**config.mk**
```make
export PLATFORM = sky130hd
export DESIGN_NAME = alarm_ring_ctrl
export DESIGN_NICKNAME = d
export VERILOG_FILES = /design/src/rtl/alarm_ring_ctrl_pkg.sv /design/src/rtl/alarm_ring_ctrl_sync_edge.sv /design/src/rtl/alarm_ring_ctrl.sv
export SDC_FILE = /design/constraint.sdc
export NUM_CORES = 1
export LEC_CHECK = 0
export ABC_CLOCK_PERIOD_IN_PS = 3700
export BUFFER_PORTS_ARGS = -buffer_cell sky130_fd_sc_hd__buf_2
export CORE_MARGIN = 5
export CORE_UTILIZATION = 32
export DETAILED_ROUTE_END_ITERATION = 7
export REMOVE_ABC_BUFFERS = 1
export SYNTH_ARGS = -nofsm -noshare
export SYNTH_HDL_FRONTEND = slang
export SYNTH_SLANG_ARGS = --single-unit
```
**constraint.sdc**
```tcl
create_clock -name clk -period 3.7 [get_ports clk]
set_input_delay 0.185 -clock clk [delete_from_list [all_inputs] [get_ports clk]]
set_output_delay 0.185 -clock clk [all_outputs]
set_load 0.02 [all_outputs]
```
**src/rtl/alarm_ring_ctrl_pkg.sv**
```systemverilog
`default_nettype none
// ---------------------------------------------------------------------------
// alarm_pkg -- shared state encoding and default timing for the alarm ringer
// Revision: 1.0
// ---------------------------------------------------------------------------
package alarm_pkg;

   typedef enum logic [1:0] {
      ST_IDLE   = 2'd0,
      ST_RING   = 2'd1,
      ST_SNOOZE = 2'd2
   } state_t;

   localparam int TONE_HALF_DEF  = 12500;
   localparam int RING_SEC_DEF   = 60;
   localparam int SNOOZE_SEC_DEF = 300;
   localparam int MAX_SNOOZE_DEF = 3;

   function automatic int max_int(input int a, input int b);
      return (a > b) ? a : b;
   endfunction

endpackage
`default_nettype wire

```
**src/rtl/alarm_ring_ctrl_sync_edge.sv**
```systemverilog
`default_nettype none
// ---------------------------------------------------------------------------
// sync_edge -- 2-flop synchronizer plus edge register, one-cycle edge pulse
// Revision: 1.0
// ---------------------------------------------------------------------------
module sync_edge #(
   parameter bit RISE    = 1'b1,
   parameter bit RST_LVL = 1'b0
) (
   input  logic clk,
   input  logic rst_n,
   input  logic d_i,
   output logic pulse_o
);

   logic meta_q;
   logic sync_q;
   logic prev_q;

   // All three stages reset to the idle level so release never fakes an edge.
   always_ff @(posedge clk or negedge rst_n) begin
      if (!rst_n) begin
         meta_q <= RST_LVL;
         sync_q <= RST_LVL;
         prev_q <= RST_LVL;
      end else begin
         meta_q <= d_i;
         sync_q <= meta_q;
         prev_q <= sync_q;
      end
   end

   assign pulse_o = RISE ? (sync_q & ~prev_q) : (~sync_q & prev_q);

endmodule
`default_nettype wire

```
**src/rtl/alarm_ring_ctrl.sv**
```systemverilog
`default_nettype none
// ---------------------------------------------------------------------------
// alarm_ring_ctrl -- gated buzzer tone with ring timeout, bounded snooze, stop
// Revision: 1.0
// ---------------------------------------------------------------------------
module alarm_ring_ctrl
   import alarm_pkg::*;
#(
   parameter int TONE_HALF  = TONE_HALF_DEF,
   parameter int RING_SEC   = RING_SEC_DEF,
   parameter int SNOOZE_SEC = SNOOZE_SEC_DEF,
   parameter int MAX_SNOOZE = MAX_SNOOZE_DEF
) (
   input  logic       clk,
   input  logic       rst_n,
   input  logic       clk_4hz,
   input  logic       alarm_trig,
   input  logic       key_snooze_n,
   input  logic       key_stop_n,
   output logic       buzzer,
   output logic       ringing,
   output logic       snoozing,
   output logic [1:0] snooze_cnt
);

   localparam int SEC_W  = $clog2(max_int(RING_SEC, SNOOZE_SEC) + 1);
   localparam int TONE_W = $clog2(TONE_HALF + 1);

   localparam logic [SEC_W-1:0]  c_ring_last = SEC_W'(RING_SEC - 1);
   localparam logic [SEC_W-1:0]  c_snz_last  = SEC_W'(SNOOZE_SEC - 1);
   localparam logic [TONE_W-1:0] c_tone_last = TONE_W'(TONE_HALF - 1);
   localparam logic [1:0]        c_max_snz   = 2'(MAX_SNOOZE);

   logic tick, snz_p, stp_p;

   sync_edge #(.RISE(1'b1), .RST_LVL(1'b0)) u_sync_4hz (
      .clk(clk), .rst_n(rst_n), .d_i(clk_4hz), .pulse_o(tick));
   sync_edge #(.RISE(1'b0), .RST_LVL(1'b1)) u_sync_snz (
      .clk(clk), .rst_n(rst_n), .d_i(key_snooze_n), .pulse_o(snz_p));
   sync_edge #(.RISE(1'b0), .RST_LVL(1'b1)) u_sync_stp (
      .clk(clk), .rst_n(rst_n), .d_i(key_stop_n), .pulse_o(stp_p));

   state_t           state_q;
   logic [1:0]       q_q;
   logic [SEC_W-1:0] sec_q;
   logic             ringing_q;
   logic             snoozing_q;
   logic [1:0]       snz_cnt_q;

   // Timeouts fire on the tick that would carry sec up to its limit.
   logic q_wrap, ring_done, snz_done, snz_ok;
   assign q_wrap    = tick && (q_q == 2'd3);
   assign ring_done = q_wrap && (sec_q == c_ring_last);
   assign snz_done  = q_wrap && (sec_q == c_snz_last);
   assign snz_ok    = snz_p && (snz_cnt_q < c_max_snz);

   always_ff @(posedge clk or negedge rst_n) begin
      if (!rst_n) begin
         state_q    <= ST_IDLE;
         q_q        <= 2'd0;
         sec_q      <= '0;
         ringing_q  <= 1'b0;
         snoozing_q <= 1'b0;
         snz_cnt_q  <= 2'd0;
      end else begin
         if (tick && (state_q != ST_IDLE)) begin
            q_q <= q_q + 2'd1;
            if (q_q == 2'd3)
               sec_q <= sec_q + 1'b1;
         end
         unique case (state_q)
            ST_IDLE: begin
               if (alarm_trig) begin
                  state_q   <= ST_RING;
                  ringing_q <= 1'b1;
                  snz_cnt_q <= 2'd0;
                  q_q       <= 2'd0;
                  sec_q     <= '0;
               end
            end
            ST_RING: begin
               if (stp_p || (ring_done && !snz_ok)) begin
                  state_q   <= ST_IDLE;
                  ringing_q <= 1'b0;
                  q_q       <= 2'd0;
                  sec_q     <= '0;
               end else if (snz_ok) begin
                  state_q    <= ST_SNOOZE;
                  ringing_q  <= 1'b0;
                  snoozing_q <= 1'b1;
                  snz_cnt_q  <= snz_cnt_q + 2'd1;
                  q_q        <= 2'd0;
                  sec_q      <= '0;
               end
            end
            ST_SNOOZE: begin
               if (stp_p || snz_done) begin
                  state_q    <= stp_p ? ST_IDLE : ST_RING;
                  ringing_q  <= !stp_p;
                  snoozing_q <= 1'b0;
                  q_q        <= 2'd0;
                  sec_q      <= '0;
               end
            end
            default: begin
               state_q    <= ST_IDLE;
               ringing_q  <= 1'b0;
               snoozing_q <= 1'b0;
            end
         endcase
      end
   end

   // Beeps on quarters 0 and 2; the tone restarts from zero each beep.
   logic              gate;
   logic [TONE_W-1:0] tone_q;
   logic              buzzer_q;
   assign gate = (state_q == ST_RING) && !q_q[0];

   always_ff @(posedge clk or negedge rst_n) begin
      if (!rst_n) begin
         tone_q   <= '0;
         buzzer_q <= 1'b0;
      end else if (gate) begin
         if (tone_q == c_tone_last) begin
            tone_q   <= '0;
            buzzer_q <= ~buzzer_q;
         end else begin
            tone_q <= tone_q + 1'b1;
         end
      end else begin
         tone_q   <= '0;
         buzzer_q <= 1'b0;
      end
   end

   assign buzzer     = buzzer_q;
   assign ringing    = ringing_q;
   assign snoozing   = snoozing_q;
   assign snooze_cnt = snz_cnt_q;

endmodule
`default_nettype wire

```
==> run metrics, run 1 <==
vias in the first global route 1,317; Slew HR 0.410; Fin. Hold Viols 0; GRT overflow 0; antenna-violating nets left 0; # rows 28; worst-margin pin slew 0.884 ns; pin count of the biggest net entering global routing 42; Crit path largest cell delay 0.76 ns; Post-synth EDFFs 0; Die H 88.1 microns; Hold Slack 0.0157 ns; CTS Sinks 41; Setup TNS Final 0 ns; synthesized instance count 178; global-route wire length before repair 5.92 mm; synthesis-to-layout area growth 13.0%; cts hold-fix bufs 3; Post-Layout Cell Count 270; Max H-tree Level 2; die area 0.00777 sq mm; Crit Path Class flip-flop to flip-flop; Area contributors post-synth dfrtp_1, dfstp_2, xor2_1; Root Buffer clkbuf_8; critical path data arrival time 2.54 ns; mux cell area share after synthesis 0; # fillers 585; leading area contributor after synthesis dfrtp_1; register area 0.00103 sq mm; clk_skew 0.00548 ns; pre-CTS setup slack 1.29 ns; status finished, final reports clean; post-synthesis simple-gate area fraction 0.269; initial antenna violation count 0; most common cell after layout, fill and taps aside dfrtp_1; unrepaired setup endpoints after global routing no; flops & latches, synth 41; peak supply drop 0.279 mV; Met3 Wirelength 106 microns; Final setup viols 0; register area share after synthesis 0.529; Core Area 0.00592 sq mm; Critical Path Start snooze_cnt[0]; Inst Count DP 259; global-route usage over all layers 0.0981; HP Class primary input to asynchronous set/reset pin; Max Cap Viol 0; uppermost layer routed met4; GP Congestion 0.754; clock latency on the worst-skew pair 0.29 ns; Distinct cells, synth 41; post-CTS repair timing setup buffer count 0; final critical-path setup slack 1.30 ns; Max Fclk 0.417 GHz; Final Cycle Share 0.648; CTS max path bufs 2; Synth top area share 0.448; Adder-Cell Fraction of Synth Area 0.0256; vias 1,271; CTS tree built; fin nets 204; Slew Viols, Final 0; fin crit period 2.40 ns; R2R setup slack 1.30 ns; Initial DRT Pass Iterations 4; worst setup path endpoint sec_q[0]; Synth Cell Area 0.00195 sq mm; Cell Chain, Critical Path ha_1, nor3b_1, or3_1, o22ai_2, a211oi_2, o22ai_1; share of layout cells above drive strength 1 0.174; WL met1 1.62 mm; cts bufs inserted 5; yosys warns 0; largest family of logic cells by synthesized area simple AND/OR/NAND/NOR gates; FF-to-FF Start snooze_cnt[0]; Finished Core Util 0.373; Avg Cell Area, Syn 11.0 sq um; Synth async-reset ratio 1.00; area of the multi-input gates 881 sq um; I/O Buffers 10; # resized after CTS 0; # IOs 11; Die Width 88.1 microns; diode count 0; DR iter-0 viols 87; # DRC 0; Detail Route met2 WL 1.44 mm; dpl hpwl 2.35 mm; final WL 3.23 mm; slowest stage cell, crit path a211oi_2; routed vias/inst 4.71; Power Density 544 mW/mm^2; most frequent cells in the layout dfrtp_1, nor2_1, xor2_1, nand2_1, nand3_1; Worst-path clk slew 0.08 ns; Initial Util 0.330; CP Launch Type flip-flop; LEAKAGE 0.963 nW; r2r endpoint sec_q[0]; Synth Area in Compound Gates 0.0666; Max FO, Critical Path 11; Synth Flop Type dfrtp_1; Critical Path End Type flip-flop; Routed WL per cell 12.0 microns; XOR/XNOR Fraction of Synth Area 0.0897; required time worst endpoint 3.84 ns; R2R cell count 6
-- per-stage QoR --
stage | cell area (sq um) | power, mW
floorplan | 1920 | 0.759
global placement | 2060 | 0.850
detailed placement | 2060 | 0.854
CTS | 2210 | 1.22
global route | 2210 | 1.28
finish | 2210 | 1.20
-- cells in the mapped netlist, types with 3 or more instances --
master and n:
dfrtp_1 35, nor2_1 26, xor2_1 14, nand2_1 13, nand3_1 12, and3_1 8
dfstp_2 6, xnor2_1 6, a21oi_1 5, nand2b_1 5, nand4_1 5, ha_1 4
o21ai_0 4, nor3_1 3
-- worst min path at each step --
stage                       from                end  slack [ns]  depth (start not counted)
global placement    key_snooze_n  u_sync_snz.meta_q        0.29                          1
detailed placement  key_snooze_n  u_sync_snz.meta_q        0.29                          1
CTS                        rst_n          tone_q[4]        0.05                          1
finish                     rst_n         tone_q[13]        0.02                          1
global route               rst_n             buzzer        0.10                          1
floorplan                  rst_n             buzzer       -0.11                          0
-- report_power, final --
group          total [mW]  switching, mW  internal [mW]
logic               0.283          0.186         0.0972
clock network       0.360          0.158          0.202
registers           0.557         0.0568          0.500
total                1.20          0.401          0.799
-- kinds of logic after synthesis --
kind of cell,after synthesis
buffers and inverters,5
AO/OA/AOI/OAI,17
flip-flops,41
adder cells (fa/ha/maj),4
XOR/XNOR,20
AND/OR/NAND/NOR,91
-- metal layers --
layer	GRT usage	vias to the layer above
met5	0	-
li1	-	656
met2	0.151	17
met4	0.0536	0
met3	0.0207	5
met1	0.128	593
-- registers in the layout, indices dropped and copies added, names as in the netlist --
name and cells:
snoozing 1, u_sync_stp.prev_q 1, snooze_cnt 2, u_sync_snz.prev_q 1, ringing 1, u_sync_snz.meta_q 1
buzzer 1, state_q 2, u_sync_4hz.prev_q 1, u_sync_snz.sync_q 1, sec_q 9, tone_q 14
q_q 2, u_sync_4hz.meta_q 1, u_sync_4hz.sync_q 1, u_sync_stp.sync_q 1, u_sync_stp.meta_q 1
-- critical path, delay by kind of cell, from the launching register on --
kind                     cells  cell delay (ns)
AO/OA/AOI/OAI                3             1.06
AND/OR/NAND/NOR              2             0.57
flip-flops                   1             0.41
adder cells (fa/ha/maj)      1             0.20
-- layout make-up --
type / instances / area share
Clock inverter: 3 / 0.0210
Timing Repair Buffer: 13 / 0.0363
Sequential cell: 41 / 0.468
Multi-Input combinational cell: 132 / 0.399
Inverter: 1 / 0.00170
Tap cell: 75 / 0.0425
Clock buffer: 5 / 0.0312
Power figures use the tool's default switching activity.
==> run 2: changes to the inputs <==
--- a/config.mk
+++ b/config.mk
@@ -5,7 +5,7 @@
 export SDC_FILE = /design/constraint.sdc
 export NUM_CORES = 1
 export LEC_CHECK = 0
-export ABC_CLOCK_PERIOD_IN_PS = 3700
+export ABC_CLOCK_PERIOD_IN_PS = 2400
 export BUFFER_PORTS_ARGS = -buffer_cell sky130_fd_sc_hd__buf_2
 export CORE_MARGIN = 5
 export CORE_UTILIZATION = 32
==> constraint.sdc (replaced) <==
create_clock -name clk -period 2.4 [get_ports clk]
set_input_delay 0.12 -clock clk [delete_from_list [all_inputs] [get_ports clk]]
set_output_delay 0.12 -clock clk [all_outputs]
set_load 0.02 [all_outputs]
==> run metrics, run 2 (synthesized netlist as in run 1, its figures left out) <==
post-CTS repair timing setup buffer count 0; routed vias/inst 4.67; cts hold-fix bufs 4; Cell Chain, Critical Path ha_1, nand3b_1, nor4_4, o22ai_2, a211oi_2, buf_4, o22ai_1; Hold Path Depth 3; status finished, final reports clean; cts bufs inserted 5; # rows 28; Root Buffer clkbuf_8; GR Util met2 0.140; fin nets 207; Setup TNS Final 0 ns; Core Area 0.00592 sq mm; dpl hpwl 2.31 mm; Die H 88.1 microns; Max H-tree Level 2; die area 0.00777 sq mm; global-route wire length before repair 5.82 mm; initial antenna violation count 0; vias in the first global route 1,263; top flop regs tone_q x14, sec_q x9; Slew HR 0.411; Die Width 88.1 microns; # IOs 11; Max Fclk 0.523 GHz; Final Cycle Share 0.796; # resized after CTS 0; HP Class primary input to flip-flop; # DRC 0; critical path data arrival time 2.08 ns; Max FO, Critical Path 11; Inst Count DP 261; share of layout cells above drive strength 1 0.182; synthesis-to-layout area growth 15.4%; CTS Sinks 41; I/O Buffers 10; clk_skew 0.00671 ns; DR iter-0 viols 74; Worst-path clk slew 0.08 ns; Initial DRT Pass Iterations 4; global-route usage over all layers 0.0975; busiest grt layer met2; FF-to-FF Start q_q[0]; Power Density 880 mW/mm^2; diode count 0; unrepaired setup endpoints after global routing no; antenna-violating nets left 0; Slew Viols, Final 0; Routed WL per cell 12.2 microns; GP Congestion 0.738; clock latency on the worst-skew pair 0.30 ns; CP Launch Type flip-flop; Fin. Hold Viols 0; R2R cell count 7; Post-Layout Cell Count 273; met3 Usage GRT 0.0301; GRT overflow 0; Initial Util 0.330; hold_sp alarm_trig; largest register by flop count tone_q; Hold Slack 0.139 ns; r2r endpoint sec_q[0]; peak supply drop 0.378 mV; Critical Path End Type flip-flop; CTS tree built; Crit path largest cell delay 0.42 ns; R2R setup slack 0.49 ns; Max Cap Viol 0; required time worst endpoint 2.57 ns; Final setup viols 0; worst-margin pin slew 0.883 ns; fin crit period 1.91 ns; slowest stage cell, crit path dfrtp_1; Crit Path Class flip-flop to flip-flop; hold path endpoint state_q[0]; pin count of the biggest net entering global routing 42; CTS max path bufs 2; most frequent cells in the layout dfrtp_1, nor2_1, xor2_1, nand2_1, nand3_1; met1 GRT Util 0.134; final WL 3.34 mm; vias 1,276; most common cell after layout, fill and taps aside dfrtp_1; Largest register FFs 14; LEAKAGE 0.991 nW
run 2: cell types whose count changed in the layout (fill, tap and decap cells not counted), sizes merged:
cell,before,now
clkinvlp,1,0
clkinv,1,0
buf,10,12
dlygate4sd3,3,4
bufinv,1,2
inv,1,2
run 2: metal layers:
layer	wire (microns)	vias to the layer above
li1	-	659
met1	1800	594
met2	1330	17
met3	132	6
met4	73	0
met5	0	-
run 2: metrics by stage:
stage	util	setup slack [ns]	total power [mW]	instance area [sq um]
6_report	0.381	0.488	1.98	2250
5_1_grt	0.381	0.339	2.10	2250
4_1_cts	0.381	0.484	2.02	2250
3_5_place_dp	0.351	0.492	1.33	2080
3_3_place_gp	0.351	0.570	1.33	2080
2_1_floorplan	-	0.264	1.17	1920
run 2: worst max path at each step:
stage                  startpoint        to  slack [ns]  cells after the start
finish                     q_q[0]  sec_q[0]        0.49                      7
global route               q_q[0]  sec_q[0]        0.34                      7
CTS                        q_q[0]  sec_q[0]        0.48                      7
detailed placement         q_q[0]  sec_q[0]        0.49                      7
global placement           q_q[0]  sec_q[0]        0.57                      7
floorplan           snooze_cnt[0]  sec_q[0]        0.26                      6
run 2: layout make-up:
class / count / area [sq um]
inverter: 1 / 3.75
fill: 584 / 3670
sequential: 41 / 1030
tap: 75 / 93.8
multi-input combinational: 132 / 881
timing repair buffer: 16 / 105
clock buffer: 5 / 68.8
clock inverter: 3 / 68.8
run 2: power breakdown:
part,switching [mW],internal [mW],total (mW)
Sequential,0.0904,0.771,0.861
Clock,0.249,0.419,0.668
Combinational,0.289,0.166,0.455
run 2: critical path, delay by kind of cell (launching register included):
family,cells,cell delay [ns]
buffers and inverters,1,0.22
flip-flops,1,0.42
AO/OA/AOI/OAI,3,0.45
AND/OR/NAND/NOR,2,0.48
adder cells (fa/ha/maj),1,0.20
==> run 3: changes to the inputs <==
--- a/config.mk
+++ b/config.mk
@@ -5,7 +5,7 @@
 export SDC_FILE = /design/constraint.sdc
 export NUM_CORES = 1
 export LEC_CHECK = 0
-export ABC_CLOCK_PERIOD_IN_PS = 2400
+export ABC_CLOCK_PERIOD_IN_PS = 1700
 export BUFFER_PORTS_ARGS = -buffer_cell sky130_fd_sc_hd__buf_2
 export CORE_MARGIN = 5
 export CORE_UTILIZATION = 32
==> constraint.sdc (replaced) <==
create_clock -name clk -period 1.7 [get_ports clk]
set_input_delay 0.085 -clock clk [delete_from_list [all_inputs] [get_ports clk]]
set_output_delay 0.085 -clock clk [all_outputs]
set_load 0.02 [all_outputs]
==> run metrics, run 3 (synthesized netlist as in run 1, its figures left out) <==
Final setup viols 3; top flop regs tone_q x14, sec_q x9; routed vias/inst 4.65; Routed WL per cell 12.0 microns; Max H-tree Level 2; # DRC 0; CTS Sinks 41; unrepaired setup endpoints after global routing yes; Die H 88.1 microns; Slew HR 0.655; Fin. Hold Viols 0; most frequent cells in the layout dfrtp_1, buf_4, nor2_1, xor2_1, nand2_1; Reg power frac 0.400; die area 0.00777 sq mm; area of the multi-input gates 940 sq um; I/O Buffers 10; DR iter-0 viols 104; CTS tree built; Sw Share 0.322; Logic pwr share 0.329; Slew Viols, Final 0; vias in the first global route 1,445; fin crit period 1.74 ns; LEAKAGE 1.14 nW; # rows 28; Die Width 88.1 microns; Net Switching 0.945 mW; Final Cycle Share 1.02; clk_skew 0.0156 ns; clock latency on the worst-skew pair 0.29 ns; cts bufs inserted 5; most common cell after layout, fill and taps aside dfrtp_1; final critical-path setup slack -0.0410 ns; global-route wire length before repair 6.47 mm; dpl hpwl 2.64 mm; required time worst endpoint 1.88 ns; pin count of the biggest net entering global routing 42; Core Area 0.00592 sq mm; Setup TNS Final -0.0618 ns; Max FO, Critical Path 4; clock power share 0.271; total power 2.94 mW; share of layout cells above drive strength 1 0.326; worst-margin pin slew 0.518 ns; largest register by flop count tone_q; critical path data arrival time 1.92 ns; Critical Path End Type flip-flop; Int Power 1.99 mW; register area 0.00103 sq mm; status finished, violations left; CTS max path bufs 2; HP Class primary input to flip-flop; vias 1,404; GP Congestion 0.747; # fillers 573; Largest register FFs 14; Power Density 1170 mW/mm^2; GRT overflow 0; final WL 3.62 mm; Root Buffer clkbuf_8; global-route usage over all layers 0.107; Initial DRT Pass Iterations 4; diode count 0; synthesis-to-layout area growth 28.7%; Max Cap Viol 0; antenna-violating nets left 0; Max Fclk 0.574 GHz; Worst-path clk slew 0.09 ns; Initial Util 0.330; Crit Path Class flip-flop to flip-flop; failing checks negative setup slack; peak supply drop 0.710 mV; initial antenna violation count 0; fin nets 236; CP Launch Type flip-flop; # IOs 11
==> run 3: changes by cell type in the layout (fill, tap and decap cells not counted), sizes merged <==
cell    delta
buf       +29
inv        -1
bufinv     -1
clkbuf     +2
==> run 3: area by class of cell <==
cell class / count / area share
tap: 75 / 0.0373
clock inverter: 1 / 0.0119
inverter: 1 / 0.00149
sequential: 41 / 0.411
clock buffer: 7 / 0.0343
multi-input combinational: 132 / 0.374
timing repair buffer: 45 / 0.130
==> run 3: repair_timing <==
action                                 in CTS  in global routing
pin swaps                                  12                  3
gates resized for setup                     7                  7
endpoints found under the hold margin      38                  0
setup buffers                               1                  0
setup endpoints to repair                  27                 19
hold buffers                                4                  0
==> run 3: through the flow <==
stage	setup slack, ns	hold slack [ns]	std cells	util	area (sq um)
after floorplan	-0.436	-0.211	174	-	1920
after global placement	-0.0898	0.185	289	0.386	2290
after detailed placement	-0.117	0.184	289	0.386	2290
after CTS	-0.0411	0.123	302	0.419	2480
after global routing	-0.130	0.173	302	0.425	2510
final	-0.0410	0.128	302	0.425	2510
==> run 3: critical path, cell delays in order, from the launching register on <==
cell	delay [ns]
dfstp_2	0.54
nor2b_2	0.06
or3b_4	0.41
o22ai_2	0.21
buf_4	0.15
nor2_1	0.04
o22a_1	0.23
==> run 3: metal layers <==
| metal | up-vias | wire length [microns] | GRT usage |
|---|---|---|---|
| met5 | - | 0 | 0 |
| li1 | 713 | - | - |
| met4 | 0 | 44 | 0.0508 |
| met3 | 2 | 103 | 0.0235 |
| met2 | 15 | 1730 | 0.164 |
| met1 | 674 | 1750 | 0.145 |
==> run 3: final timing paths <==
check	from	to	slack, ns	cells past startpoint
worst min-delay path	alarm_trig	state_q[0]	0.13	3
min in group asynchronous	rst_n	sec_q[6]	0.39	3
worst max-delay path	u_sync_stp.sync_q	ringing	-0.04	6
worst min register to register	u_sync_4hz.meta_q	u_sync_4hz.sync_q	0.35	0
worst max register to register	u_sync_stp.sync_q	ringing	-0.04	6
max in group asynchronous	rst_n	u_sync_stp.prev_q	0.93	3
==> run 3: power groups by stage <==
stage          clock network (mW)  logic [mW]  registers [mW]
2_1_floorplan                   0       0.391            1.26
4_1_cts                     0.826       0.928            1.17
3_5_place_dp                    0       0.857            1.19
3_3_place_gp                    0       0.851            1.18
5_1_grt                     0.877        1.07            1.19
6_report                    0.797       0.966            1.17
